[src/rtl/hazard_fwd_ctrl_pkg.sv]
// Shared encodings for the hazard/forwarding controller: forward selects,
// multi-cycle FSM states and the default register-address width.
package hazard_fwd_ctrl_pkg;

    localparam int REG_AW_DEF = 5;

    localparam logic [1:0] FWD_RF    = 2'b00;
    localparam logic [1:0] FWD_MEMWB = 2'b01;
    localparam logic [1:0] FWD_EXMEM = 2'b10;
    localparam logic [1:0] FWD_MC    = 2'b11;

    typedef enum logic [1:0] {
        ST_IDLE = 2'd0,
        ST_BUSY = 2'd1,
        ST_DONE = 2'd2
    } mc_state_e;

endpackage

[src/rtl/hazard_fwd_ctrl_fwd_sel_slot.sv]
// Forward-select for one ID/EX source operand: EX/MEM beats a completed
// multi-cycle result, which beats MEM/WB; r0 never forwards.
module fwd_sel_slot
    import hazard_fwd_ctrl_pkg::*;
#(
    parameter int REG_AW = REG_AW_DEF
) (
    input  logic [REG_AW-1:0] src,
    input  logic [REG_AW-1:0] exmem_rd,
    input  logic              exmem_regwrite,
    input  logic              mc_done,
    input  logic [REG_AW-1:0] mc_rd,
    input  logic [REG_AW-1:0] memwb_rd,
    input  logic              memwb_regwrite,
    output logic [1:0]        sel
);

    always_comb begin
        // NOTE: assign a default before any branch so no path leaves sel unassigned (no latch).
        sel = FWD_RF;
        // A nonzero src matching rd implies rd is nonzero as well.
        if (src != '0) begin
            if (exmem_regwrite && exmem_rd == src) begin
                sel = FWD_EXMEM;
            end else if (mc_done && mc_rd == src) begin
                sel = FWD_MC;
            end else if (memwb_regwrite && memwb_rd == src) begin
                sel = FWD_MEMWB;
            end
        end
    end

endmodule

[src/rtl/hazard_fwd_ctrl.sv]
// Pipeline hazard and forwarding control: per-operand forward selects,
// load-use / multi-cycle stalls, multi-cycle unit tracker and stall counter.
module hazard_fwd_ctrl
    import hazard_fwd_ctrl_pkg::*;
#(
    parameter int REG_AW  = REG_AW_DEF,
    parameter int NUM_SRC = 2,
    parameter int MC_LAT  = 4
) (
    input  logic                      clk_i,
    input  logic                      rst_i,
    input  logic [REG_AW-1:0]         id_rs_i,
    input  logic [REG_AW-1:0]         id_rt_i,
    input  logic                      id_mc_i,
    input  logic [NUM_SRC*REG_AW-1:0] idex_src_i,
    input  logic [REG_AW-1:0]         idex_rd_i,
    input  logic                      idex_regwrite_i,
    input  logic                      idex_memread_i,
    input  logic                      idex_mc_i,
    input  logic [REG_AW-1:0]         exmem_rd_i,
    input  logic                      exmem_regwrite_i,
    input  logic [REG_AW-1:0]         memwb_rd_i,
    input  logic                      memwb_regwrite_i,
    input  logic                      flush_i,
    output logic [2*NUM_SRC-1:0]      fwd_sel_o,
    output logic                      stall_o,
    output logic                      pc_write_o,
    output logic                      ifid_write_o,
    output logic                      bubble_o,
    output logic                      mc_busy_o,
    output logic                      mc_done_o,
    output logic [REG_AW-1:0]         mc_rd_o,
    output logic [15:0]               stall_cnt_o
);

    localparam logic [3:0] CNT_INIT = 4'(MC_LAT - 1);

    mc_state_e         state, state_nxt;
    logic [3:0]        cnt, cnt_nxt;
    logic [REG_AW-1:0] mc_rd, mc_rd_nxt;
    logic [15:0]       stall_cnt;
    logic              mc_busy, mc_done;
    logic              load_use, mc_data, mc_struct, stall;

    // idex_regwrite_i has no role in hazard detection; it is kept for interface symmetry.
    logic unused_ok;
    assign unused_ok = idex_regwrite_i;

    for (genvar k = 0; k < NUM_SRC; k++) begin : g_slot
        fwd_sel_slot #(.REG_AW(REG_AW)) u_slot (
            .src            (idex_src_i[k*REG_AW +: REG_AW]),
            .exmem_rd       (exmem_rd_i),
            .exmem_regwrite (exmem_regwrite_i),
            .mc_done        (mc_done),
            .mc_rd          (mc_rd),
            .memwb_rd       (memwb_rd_i),
            .memwb_regwrite (memwb_regwrite_i),
            .sel            (fwd_sel_o[2*k +: 2])
        );
    end

    always_ff @(posedge clk_i) begin
        // NOTE: state registers use non-blocking assignments so every flop samples pre-edge values.
        if (!rst_i) begin
            state     <= ST_IDLE;
            cnt       <= '0;
            mc_rd     <= '0;
            stall_cnt <= '0;
        end else begin
            state <= state_nxt;
            cnt   <= cnt_nxt;
            mc_rd <= mc_rd_nxt;
            if (stall && stall_cnt != 16'hFFFF) begin
                stall_cnt <= stall_cnt + 16'd1;
            end
        end
    end

    always_comb begin
        state_nxt = state;
        cnt_nxt   = cnt;
        mc_rd_nxt = mc_rd;
        if (flush_i) begin
            state_nxt = ST_IDLE;
            cnt_nxt   = '0;
        end else begin
            case (state)
                ST_BUSY: begin
                    cnt_nxt = cnt - 4'd1;
                    if (cnt <= 4'd1) state_nxt = ST_DONE;
                end
                default: begin
                    // Issue is accepted from DONE too, allowing back-to-back ops.
                    if (idex_mc_i) begin
                        state_nxt = ST_BUSY;
                        cnt_nxt   = CNT_INIT;
                        mc_rd_nxt = idex_rd_i;
                    end else begin
                        state_nxt = ST_IDLE;
                    end
                end
            endcase
        end
    end

    always_comb begin
        mc_busy = (state == ST_BUSY);
        mc_done = (state == ST_DONE);
    end

    assign load_use  = idex_memread_i && idex_rd_i != '0 &&
                       (idex_rd_i == id_rs_i || idex_rd_i == id_rt_i);
    assign mc_data   = mc_busy && mc_rd != '0 && (mc_rd == id_rs_i || mc_rd == id_rt_i);
    assign mc_struct = id_mc_i && mc_busy;
    assign stall     = (load_use || mc_data || mc_struct) && !flush_i;

    assign stall_o      = stall;
    assign pc_write_o   = !stall;
    assign ifid_write_o = !stall;
    assign bubble_o     = stall;
    assign mc_busy_o    = mc_busy;
    assign mc_done_o    = mc_done;
    assign mc_rd_o      = mc_rd;
    assign stall_cnt_o  = stall_cnt;

endmodule

[config.mk]
export PLATFORM = sky130hd
export DESIGN_NAME = hazard_fwd_ctrl
export DESIGN_NICKNAME = d
export VERILOG_FILES = /design/src/rtl/hazard_fwd_ctrl_pkg.sv /design/src/rtl/hazard_fwd_ctrl_fwd_sel_slot.sv /design/src/rtl/hazard_fwd_ctrl.sv
export SDC_FILE = /design/constraint.sdc
export NUM_CORES = 1
export LEC_CHECK = 0
export CAP_MARGIN = 20
export CORE_AREA = 2 2 70 72
export DETAILED_ROUTE_END_ITERATION = 8
export DIE_AREA = 0 0 72 74
export HOLD_SLACK_MARGIN = 0.08
export PLACE_DENSITY = 0.81
export SLEW_MARGIN = 15
export SYNTH_ARGS = -nofsm -noshare
export SYNTH_HDL_FRONTEND = slang
export SYNTH_SLANG_ARGS = --single-unit
[constraint.sdc]
create_clock -name clk_i -period 6.4 [get_ports clk_i]
set_clock_uncertainty 0.1 [all_clocks]
set_input_delay 1.28 -clock clk_i [delete_from_list [all_inputs] [get_ports clk_i]]
set_output_delay 1.28 -clock clk_i [all_outputs]
set_load 0.02 [all_outputs]
# Word level (Yosys, flattened, before mapping)
# Cells that the tools add are included.
op_classes:
  multipliers: 0
  mux: 13
  eq_ne: 14
  bitwise: 3
  add_sub_neg: 2
  shift: 0
  reduce_logical: 26
  magnitude_cmp: 1
  n_div: 0
ops:
  columns: ["op", "n"]
  rows:
  - ["== test 5 bit", 10]
  - ["nonzero test 5 bit", 4]
  - ["adder 16 x 1 -> 16 bit (second input constant)", 1]
  - ["2-to-1 mux 2 bit", 8]
  - ["inequality test 16 bit (second input constant)", 1]
  - ["logical AND 1 bit", 13]
  - ["2-to-1 mux 4 bit", 2]
  - ["less-or-equal comparator 4 x 1 -> 1 bit (second input constant)", 1]
  - ["logical OR 1 bit", 4]
  - ["subtractor 4 x 1 -> 4 bit (second input constant)", 1]
  - ["2-to-1 mux 1 bit", 3]
  - ["NOT 1 bit", 3]
  - ["AND reduction 3 bit", 1]
  - ["== test 2 x 1 -> 1 bit (second input constant)", 1]
  - ["== test 2 bit (second input constant)", 1]
  - ["zero test 1 bit", 2]
  - ["inequality test 2 x 1 -> 1 bit (second input constant)", 1]
  - ["nonzero test 2 bit", 1]
  - ["OR reduction 2 bit", 1]
totals:
  in_bits: 44
  ram_bits: 0
  reg_bits: 27
  memories: 0
  elab_cells: 63
  latchBits: 0
  romBits: 0

# Longest topological paths before layout
# Gate-level depths: netlist (run 1).
depth:
  depth_word: 7
  depth_mapped: 11

# Hierarchy
# From an unflattened synthesis (run 1), not the netlist that was laid out.
hier_totals:
  hier_cells: 235
  area_unflattened_um2: 1999.4
modules_own_cells:
  columns: ["module", "n_inst", "cells_each", "area_per_inst_um2", "seq_area_each_um2"]
  rows:
  - ["hazard_fwd_ctrl", 1, 183, 1574.0, 540.5]
  - ["fwd_sel_slot", 2, 26, 212.7, 0.0]

# Worst setup path before layout (run 1)
# No wires, ideal clock.
synth_timing:
  path_type: "input port to output port"
  from: "input port idex_rd_i[0]"
  to: "output port stall_o"
  required_ns: 5.020
  t_arrival_ns: 2.852
  stages: 6
  slack_ns: 2.168
  n_path_buf: 1
  cell_sequence: "or4_1 o21ai_0 o22ai_2 nor2_2 inv_1 buf_4"
synth_via:
  elab_chain_len: 6
  word_cells_on_any_way: 9
  cone_classes: "2 x eq/ne; 7 x reduce/logical"
synth_rtl:
  columns: ["item", "line_no", "text"]
  rows:
  - ["start: declaration", "hazard_fwd_ctrl.sv:16", "input logic [REG_AW-1:0] idex_rd_i,"]
  - ["== test 5 bit or nonzero test 5 bit (tied branches)", "hazard_fwd_ctrl.sv:112, hazard_fwd_ctrl.sv:111", null]
  - ["logical OR 1 bit or logical AND 1 bit (tied branches)", "hazard_fwd_ctrl.sv:112, hazard_fwd_ctrl.sv:111", null]
  - ["logical AND 1 bit (*)", "hazard_fwd_ctrl.sv:111", "assign load_use = idex_memread_i && idex_rd_i != '0 &&"]
  - ["logical OR 1 bit (*) (2 in series)", "hazard_fwd_ctrl.sv:115", "assign stall = (load_use || mc_data || mc_struct) && !flush_i;"]
  - ["logical AND 1 bit (*)", "hazard_fwd_ctrl.sv:115", null]
  - ["end: declaration", "hazard_fwd_ctrl.sv:26", "output logic stall_o,"]
# Mark *: on every way between the ends. The rest lies on a longest branch, timed or not.

# Worst setup path in the final report (run 1)
layout_timing:
  from: "input port idex_rd_i[0]"
  to: "output port pc_write_o"
layout_via:
  elab_chain_len: 7
  word_cells_on_any_way: 10
  cone_classes: "2 x eq/ne; 8 x reduce/logical"
layout_rtl:
  columns: ["item", "line_no", "text"]
  rows:
  - ["== test 5 bit or nonzero test 5 bit (tied branches)", "hazard_fwd_ctrl.sv:112, hazard_fwd_ctrl.sv:111", null]
  - ["logical OR 1 bit or logical AND 1 bit (tied branches)", "hazard_fwd_ctrl.sv:112, hazard_fwd_ctrl.sv:111", null]
  - ["logical AND 1 bit (*)", "hazard_fwd_ctrl.sv:111", null]
  - ["logical OR 1 bit (*) (2 in series)", "hazard_fwd_ctrl.sv:115", null]
  - ["logical AND 1 bit (*)", "hazard_fwd_ctrl.sv:115", null]
  - ["zero test 1 bit (*)", "hazard_fwd_ctrl.sv:118", "assign pc_write_o = !stall;"]
  - ["end: declaration", "hazard_fwd_ctrl.sv:27", "output logic pc_write_o,"]
# Marked as above.

==> impl_metrics.py, run 1 <==
metrics = {
    "drt": {
        "dr.first_iter.drc_count": 85,
        "vias": 1969,
        "wl_um": 5090,
        "detail_route.wl_per_cell_um": 14.2,
        "drtAntennaViolNets": 0,
        "route.detailed.drc": 0,
        "avgViaCountPerCell": 5.50,
        "drt-pass1-iter-count": 4,
    },
    "synth": {
        "ys_seq_elements": 27,
        "synth_top_area_cell": "dfxtp_1",
        "yosys-top-cells-count": "xor2_1 (46), dfxtp_1 (27), nor2_1 (26), a21oi_1 (10), nand2_1 (10)",
        "synth_most_common_cell": "xor2_1",
        "synth_cell_types": 46,
        "synthArstFlopShare_pct": 0,
        "synth.top_cells.by_area": "dfxtp_1 (27%), xor2_1 (20%), nor2_1 (4.9%), mux2i_1 (3.5%), or4_1 (3.4%)",
        "syn_area_um2": 1990,
        "yosysTopAreaCellShare_pct": 27.2,
        "ys_seq_area_share_pct": 27.2,
        "postSynthAreaPerCell_um2": 8.32,
        "yosys_warnings": 0,
        "synth_cells": 239,
        "ys.flop_type": "dfxtp_1",
        "synth_edf_count": 0,
        "syn_nets": 286,
    },
    "pwr": {
        "swShare_pct": 28.0,
        "power_w": 0.000372,
        "p_clk_share_pct": 26.0,
        "p_int_w": 0.000268,
        "p_sw_w": 0.000104,
        "ir_drop_uv": 105,
        "power_frac_comb_pct": 26.4,
        "power.leakage_nw": 1.01,
        "powerDensity_nw_per_um2": 136,
        "seq_power_share_pct": 47.6,
    },
    "worst_setup_path": {
        "end_kind": "primary output",
        "crit_chain": "clkdlybuf4s50_1, or4_1, o21ai_0, o22ai_2, nor2_2, clkdlybuf4s50_1",
        "path_class": "input pin to primary output",
        "worst_path_most_repeated_cell": "clkdlybuf4s50_1",
        "critical_path_required_ns": 5.02,
        "cp.arrival_ns": 3.64,
        "cp_max_fo": 8,
        "cp_slowest_cell": "clkdlybuf4s50_1",
        "cp_num_buf_inv": 2,
        "cp-start-kind": "input pin",
        "crit_family": "buffers and inverters",
        "critPathMaxStageDelay_ns": 0.67,
    },
    "outcome": {
        "status": "finished clean",
    },
    "sta": {
        "fin_crit_sh_pct": 78.4,
        "finalMaxSlewViolations": 0,
        "relSlewSlack_pct": 52.8,
        "hold_violations": 0,
        "period_needed_ns": 5.02,
        "hold_slack_ns": 0.402,
        "max_freq_ghz": 0.199,
        "tns_ns": 0,
        "rsz0062_at_grt": "false",
        "setup_viol": 0,
        "worst_pin_slew_ns": 0.708,
    },
    "layout": {
        "multi_input_area_um2": 1330,
        "fillers": 402,
        "regArea_um2": 541,
        "stdcell_count": 358,
        "antenna_cells": 0,
        "drive_above_1_share_pct": 4.28,
        "syn2layout_area_growth_pct": 37.7,
        "nNetsFinal": 352,
    },
    "die": {
        "core_area_um2": 4600,
        "rows": 25,
        "die_x_um": 72,
        "die_area_um2": 5330,
        "start_util_pct": 43.3,
        "io_pins": 75,
        "die_h_um": 74,
    },
    "clock_tree": {
        "htreeDepth": 1,
        "holdBufCountCts": 0,
        "cts_setup_buffers": 0,
        "clock_sinks": 27,
        "cts_resized": 0,
        "clkTransAtPathRegs_ns": 0.09,
        "clock_path_buffers": 2,
        "cts_root_buffer": "clkbuf_8",
        "clkLatencyLatePin_ns": 0.27,
        "cts_buffers": 3,
        "cts_tree": "done",
    },
    "global_routing": {
        "grt_pass1_wl_um": 8290,
        "antenna_found_initial": 0,
        "overflow": 0,
        "grt_max_degree": 21,
        "grt_pass1_vias": 1901,
        "track_usage_pct": 18.9,
    },
    "place": {
        "io_buffer_count": 73,
        "gp_congestion": 0.916,
        "placed_cells": 354,
        "hpwl_um": 3870,
    },
    "hold_path": {
        "hp-class": "flip-flop to flip-flop",
    },
    "run": {
        "drv_cap": 0,
    },
}
[cells by family (layout without fill, tap and decap cells)]
kind of cell	Yosys count	count (layout)	share of synthesized area, %
simple gates	88	88	23.8
xor+xnor	51	51	22.5
compound gates	43	43	15.0
flops	27	27	27.2
buf+inv	20	85	6.16
mux	7	7	3.52
fa+ha+maj	3	3	1.89
[stage by stage]
step	utilization, %	area [µm²]	setup WS (ns)
finish	59.6	2740	1.38
CTS	59.6	2740	1.39
global placement	58.6	2700	1.43
detailed placement	58.6	2700	1.39
global route	59.6	2740	1.21
floorplan	-	1990	2.17
[cell usage in the layout, fill, tap and decap left out, types with 4 or more instances in the layout]
master           count
dfxtp_1             27
xnor2_1              5
a21oi_1             10
o21ai_0              7
nor4_1               8
xor2_1              46
or4_1                9
clkdlybuf4s50_1     73
nand2_1             10
nor3_1               5
a31oi_1              4
nor2_1              26
nand3_1              6
mux2i_1              7
inv_1                6
or3_1                4
[sequential cells by signal (all words and copies together) (netlist names)]
register     cells
stall_cnt_o     16
mc_rd_o          5
cnt              4
state            2
[power groups by stage]
stage | sequential, W | combinational, W | clock, W
2_1_floorplan | 0.000180 | 0.0000515 | 0
3_3_place_gp | 0.000181 | 0.0000965 | 0
3_5_place_dp | 0.000181 | 0.0000979 | 0
4_1_cts | 0.000177 | 0.0000988 | 0.0000995
5_1_grt | 0.000178 | 0.000107 | 0.000106
6_report | 0.000177 | 0.0000983 | 0.0000965
[final cells by class]
type / count / share of cell area (%)
Inverter: 8 / 1.10
Clock buffer: 4 / 1.64
Multi-Input combinational cell: 192 / 48.4
Sequential cell: 27 / 19.7
Timing Repair Buffer: 73 / 26.7
Tap cell: 54 / 2.47
[final timing paths]
path                         from         endpoint  slack, ns  depth (start not counted)
hold / removal    stall_cnt_o[14]  stall_cnt_o[14]       0.40                          2
setup reg to reg       mc_rd_o[1]  stall_cnt_o[11]       4.03                          6
setup / recovery     idex_rd_i[0]       pc_write_o       1.38                          6
hold reg to reg   stall_cnt_o[14]  stall_cnt_o[14]       0.40                          2
[worst reg2reg max path: stages (launching register included)]
cell	delay [ns]
dfxtp_1	0.42
or4_1	0.55
o21ai_2	0.14
o22ai_2	0.12
o21ai_2	0.59
o21ai_0	0.20
a21oi_1	0.17
[metal layers]
layer / global-route usage [%] / up-vias / routed length (µm)
met2: 30.9 / 68 / 2290
met3: 3.12 / 9 / 352
met5: 0 / - / 0
met4: 7.76 / 0 / 80
met1: 25.1 / 910 / 2370
li1: - / 982 / -
(Power assumes the default switching activity.)
==> run 2: changes to the inputs <==
==> constraint.sdc (replaced) <==
create_clock -name clk_i -period 4.9 [get_ports clk_i]
set_clock_uncertainty 0.1 [all_clocks]
set_input_delay 0.98 -clock clk_i [delete_from_list [all_inputs] [get_ports clk_i]]
set_output_delay 0.98 -clock clk_i [all_outputs]
set_load 0.02 [all_outputs]
==> impl_metrics.py, run 2 (same netlist as run 1, synthesis figures left out) <==
metrics = {
    "layout": {
        "final_cell_mix": "clkdlybuf4s50_1 (73), xor2_1 (46), dfxtp_1 (27), nor2_1 (26)",
        "nNetsFinal": 352,
        "antenna_cells": 0,
        "stdcell_count": 358,
        "final_common_cell": "clkdlybuf4s50_1",
        "drive_above_1_share_pct": 4.61,
        "fillers": 417,
        "largest_reg_flops": 16,
        "syn2layout_area_growth_pct": 37.9,
        "fin_area_um2": 2740,
        "fin_util_pct": 59.7,
    },
    "hold_path": {
        "hp-class": "flip-flop to flip-flop",
    },
    "sta": {
        "fin_crit_sh_pct": 90.5,
        "rsz0062_at_grt": "false",
        "hold_violations": 0,
        "relSlewSlack_pct": 53.5,
        "worst_pin_slew_ns": 0.698,
        "period_needed_ns": 4.44,
        "setup_viol": 0,
        "tns_ns": 0,
        "max_freq_ghz": 0.225,
        "finalMaxSlewViolations": 0,
    },
    "clock_tree": {
        "holdBufCountCts": 0,
        "cts_tree": "done",
        "clkLatencyLatePin_ns": 0.28,
        "htreeDepth": 1,
        "cts_setup_buffers": 0,
        "cts_resized": 0,
        "cts_root_buffer": "clkbuf_8",
        "clkTransAtPathRegs_ns": 0.08,
        "clock_path_buffers": 2,
        "cts_buffers": 3,
        "clock_sinks": 27,
    },
    "pwr": {
        "power.leakage_nw": 1.01,
        "ir_drop_uv": 135,
        "powerDensity_nw_per_um2": 178,
        "power_w": 0.000487,
    },
    "global_routing": {
        "grt_max_degree": 21,
        "track_usage_pct": 18.6,
        "overflow": 0,
        "antenna_found_initial": 0,
        "grt_pass1_wl_um": 8180,
        "grt_pass1_vias": 1796,
    },
    "die": {
        "die_x_um": 72,
        "core_area_um2": 4600,
        "die_h_um": 74,
        "rows": 25,
        "io_pins": 75,
        "start_util_pct": 43.3,
        "die_area_um2": 5330,
    },
    "drt": {
        "wl_met2_um": 2150,
        "dr.first_iter.drc_count": 113,
        "detail_route.wl_per_cell_um": 13.6,
        "vias": 1952,
        "met1Wirelength_um": 2200,
        "highest_layer": "met4",
        "wl_um": 4850,
        "route.detailed.drc": 0,
        "avgViaCountPerCell": 5.45,
        "drtAntennaViolNets": 0,
        "drt-pass1-iter-count": 4,
        "wl_met3_um": 441,
    },
    "place": {
        "hpwl_um": 3730,
        "placed_cells": 354,
        "placed_area_um2": 2700,
        "io_buffer_count": 73,
        "gp_congestion": 0.916,
    },
    "worst_setup_path": {
        "cp-start-kind": "input pin",
        "critical_path_required_ns": 3.82,
        "cp.arrival_ns": 3.36,
        "end_kind": "primary output",
        "path_class": "input pin to primary output",
        "cp_max_fo": 4,
    },
    "outcome": {
        "status": "finished clean",
    },
    "run": {
        "drv_cap": 0,
    },
}
==> run 2: changes by cell type in the layout (fill, tap and decap cells not counted) <==
cell / delta
clkinvlp_4: +1
clkbuf_1: -1
==> run 2: per-stage QoR <==
step | setup slack (ns) | hold WS (ns)
detailed placement | 0.497 | 0.377
finish | 0.463 | 0.394
global placement | 0.531 | 0.376
global route | 0.343 | 0.430
floorplan | 1.27 | 0.358
CTS | 0.495 | 0.393
==> run 2: critical path, cell delays in order <==
cell,delay (ns)
clkdlybuf4s50_1,0.57
inv_1,0.08
a221o_2,0.38
nor4_1,0.32
a31oi_1,0.07
a311oi_1,0.29
clkdlybuf4s50_1,0.65
==> run 2: area by class of cell <==
class / count / area (µm²) / share of cell area, %
inverters: 8 / 30.0 / 1.09
flip-flops and latches: 27 / 541 / 19.7
well taps: 54 / 67.6 / 2.46
multi-input cells: 192 / 1330 / 48.3
clock buffers: 3 / 41.3 / 1.50
repair buffers: 73 / 731 / 26.6
clock inverters: 1 / 7.51 / 0.274
==> run 2: worst paths after layout <==
kind | startpoint | end | slack (ns) | depth (start not counted)
worst min register to register | cnt[3] | cnt[3] | 0.39 | 2
worst max-delay path | idex_src_i[6] | fwd_sel_o[2] | 0.46 | 7
worst min-delay path | cnt[3] | cnt[3] | 0.39 | 2
worst max register to register | mc_rd_o[1] | stall_cnt_o[1] | 2.53 | 6
==> run 2: power breakdown <==
| part | switching [W] | internal [W] | total (W) |
|---|---|---|---|
| logic | 0.0000591 | 0.0000677 | 0.000127 |
| clock network | 0.0000717 | 0.0000578 | 0.000129 |
| registers | 0.00000735 | 0.000224 | 0.000231 |
| total | 0.000138 | 0.000349 | 0.000487 |
==> run 2: metal layers <==
layer  vias up  global-route usage [%]
li1        980                       -
met1       890                    24.3
met2        77                    32.1
met3         5                    2.71
met4         0                    5.45
met5         -                       0
==> run 3: changes to the inputs <==
--- a/config.mk
+++ b/config.mk
@@ -11,6 +11,7 @@
 export DIE_AREA = 0 0 72 74
 export HOLD_SLACK_MARGIN = 0.08
 export PLACE_DENSITY = 0.81
+export REMOVE_ABC_BUFFERS = 1
 export SLEW_MARGIN = 15
 export SYNTH_ARGS = -nofsm -noshare
 export SYNTH_HDL_FRONTEND = slang
==> impl_metrics.py, run 3 (same netlist as run 1, synthesis figures left out) <==
metrics = {
    "global_routing": {
        "overflow": 0,
        "grt_pass1_wl_um": 8310,
        "grt_max_degree": 21,
        "antenna_found_initial": 0,
        "grt_pass1_vias": 1858,
        "track_usage_pct": 19.5,
    },
    "clock_tree": {
        "clock_sinks": 27,
        "cts_tree": "done",
        "cts_setup_buffers": 0,
        "htreeDepth": 1,
        "cts_root_buffer": "clkbuf_8",
        "cts_resized": 0,
        "clock_path_buffers": 2,
        "holdBufCountCts": 0,
        "clkLatencyLatePin_ns": 0.27,
        "clkTransAtPathRegs_ns": 0.09,
        "cts_buffers": 3,
    },
    "place": {
        "io_buffer_count": 73,
        "placed_area_um2": 2700,
        "hpwl_um": 4040,
        "preCtsSetupSlack_ns": 0.495,
        "gp_congestion": 0.950,
    },
    "worst_setup_path": {
        "cp.arrival_ns": 3.31,
        "cp_slowest_cell": "clkdlybuf4s50_1",
        "crit_chain": "clkdlybuf4s50_1, or4_1, o21ai_0, o22ai_2, nor2_2, clkdlybuf4s50_1",
        "cp_max_fo": 8,
        "path_class": "input pin to primary output",
        "critical_path_required_ns": 3.82,
        "cp_num_buf_inv": 2,
        "critPathMaxStageDelay_ns": 0.68,
        "cp-start-kind": "input pin",
        "worst_path_most_repeated_cell": "clkdlybuf4s50_1",
        "crit_family": "buffers and inverters",
        "end_kind": "primary output",
    },
    "hold_path": {
        "hp-class": "flip-flop to flip-flop",
    },
    "pwr": {
        "p_int_w": 0.000348,
        "powerDensity_nw_per_um2": 178,
        "p_sw_w": 0.000140,
        "power.leakage_nw": 1.01,
        "p_clk_share_pct": 26.1,
        "power_frac_comb_pct": 26.6,
        "seq_power_share_pct": 47.3,
        "swShare_pct": 28.6,
        "ir_drop_uv": 130,
    },
    "sta": {
        "period_needed_ns": 4.39,
        "worst_pin_slew_ns": 0.707,
        "rsz0062_at_grt": "false",
        "finalMaxSlewViolations": 0,
        "max_freq_ghz": 0.228,
        "hold_slack_ns": 0.393,
        "hold_violations": 0,
        "relSlewSlack_pct": 52.9,
        "layout_setup_ws_ns": 0.506,
        "tns_ns": 0,
        "fin_crit_sh_pct": 89.7,
        "setup_viol": 0,
    },
    "die": {
        "rows": 25,
        "start_util_pct": 43.3,
        "die_area_um2": 5330,
        "die_x_um": 72,
        "die_h_um": 74,
        "io_pins": 75,
        "core_area_um2": 4600,
    },
    "layout": {
        "multi_input_area_um2": 1330,
        "nNetsFinal": 352,
        "final_cell_mix": "clkdlybuf4s50_1 (73), xor2_1 (46), dfxtp_1 (27), nor2_1 (26)",
        "final_common_cell": "clkdlybuf4s50_1",
        "antenna_cells": 0,
        "largest_reg_flops": 16,
        "fin_util_pct": 59.6,
        "regArea_um2": 541,
        "syn2layout_area_growth_pct": 37.8,
        "drive_above_1_share_pct": 4.61,
        "fillers": 440,
        "fin_area_um2": 2740,
    },
    "drt": {
        "drt-pass1-iter-count": 4,
        "drtAntennaViolNets": 0,
        "route.detailed.drc": 0,
        "avgViaCountPerCell": 5.55,
        "vias": 1988,
        "dr.first_iter.drc_count": 46,
        "wl_um": 5290,
        "detail_route.wl_per_cell_um": 14.8,
    },
    "run": {
        "drv_cap": 0,
    },
    "outcome": {
        "status": "finished clean",
    },
}
-- run 3: changes by cell type in the layout (fill, tap and decap cells not counted) --
cell / delta
clkinv_2: +1
clkinvlp_4: -1
-- run 3: per-layer routing --
metal  part of all wire [%]  GRT usage [%]  vias to the layer above
li1                       -              -                      981
met2                     48           35.1                       68
met5                      0              0                        -
met1                     43           23.0                      929
met4                    2.3           8.18                        0
met3                    6.8           3.39                       10
-- run 3: power groups by stage --
stage	sequential, W	clock [W]	combinational, W
5_1_grt	0.000232	0.000143	0.000141
2_1_floorplan	0.000237	0	0.0000578
3_3_place_gp	0.000236	0	0.000127
3_5_place_dp	0.000236	0	0.000129
4_1_cts	0.000231	0.000132	0.000130
6_report	0.000231	0.000127	0.000130
-- run 3: cell type report --
cell class                      instances  area share (%)
Clock buffer                            3            1.51
Timing Repair Buffer                   73            26.7
Multi-Input combinational cell        192            48.4
Tap cell                               54            2.46
Clock inverter                          1           0.183
Inverter                                8            1.10
Sequential cell                        27            19.7
-- run 3: worst paths after layout --
check | from | to | slack (ns) | cells past startpoint
max | idex_rd_i[0] | pc_write_o | 0.51 | 6
min | stall_cnt_o[14] | stall_cnt_o[14] | 0.39 | 2
max reg2reg | mc_rd_o[0] | stall_cnt_o[13] | 2.57 | 6
min reg2reg | stall_cnt_o[14] | stall_cnt_o[14] | 0.39 | 2
-- run 3: per-stage QoR --
stage / cells / power, W
2_1_floorplan: 227 / 0.000295
3_3_place_gp: 354 / 0.000363
3_5_place_dp: 354 / 0.000366
4_1_cts: 358 / 0.000494
5_1_grt: 358 / 0.000516
6_report: 358 / 0.000488
-- run 3: worst min-delay path, stage by stage (launching register included) --
cell	delay, ns
dfxtp_1	0.34
o41ai_1	0.06
a21oi_1	0.05
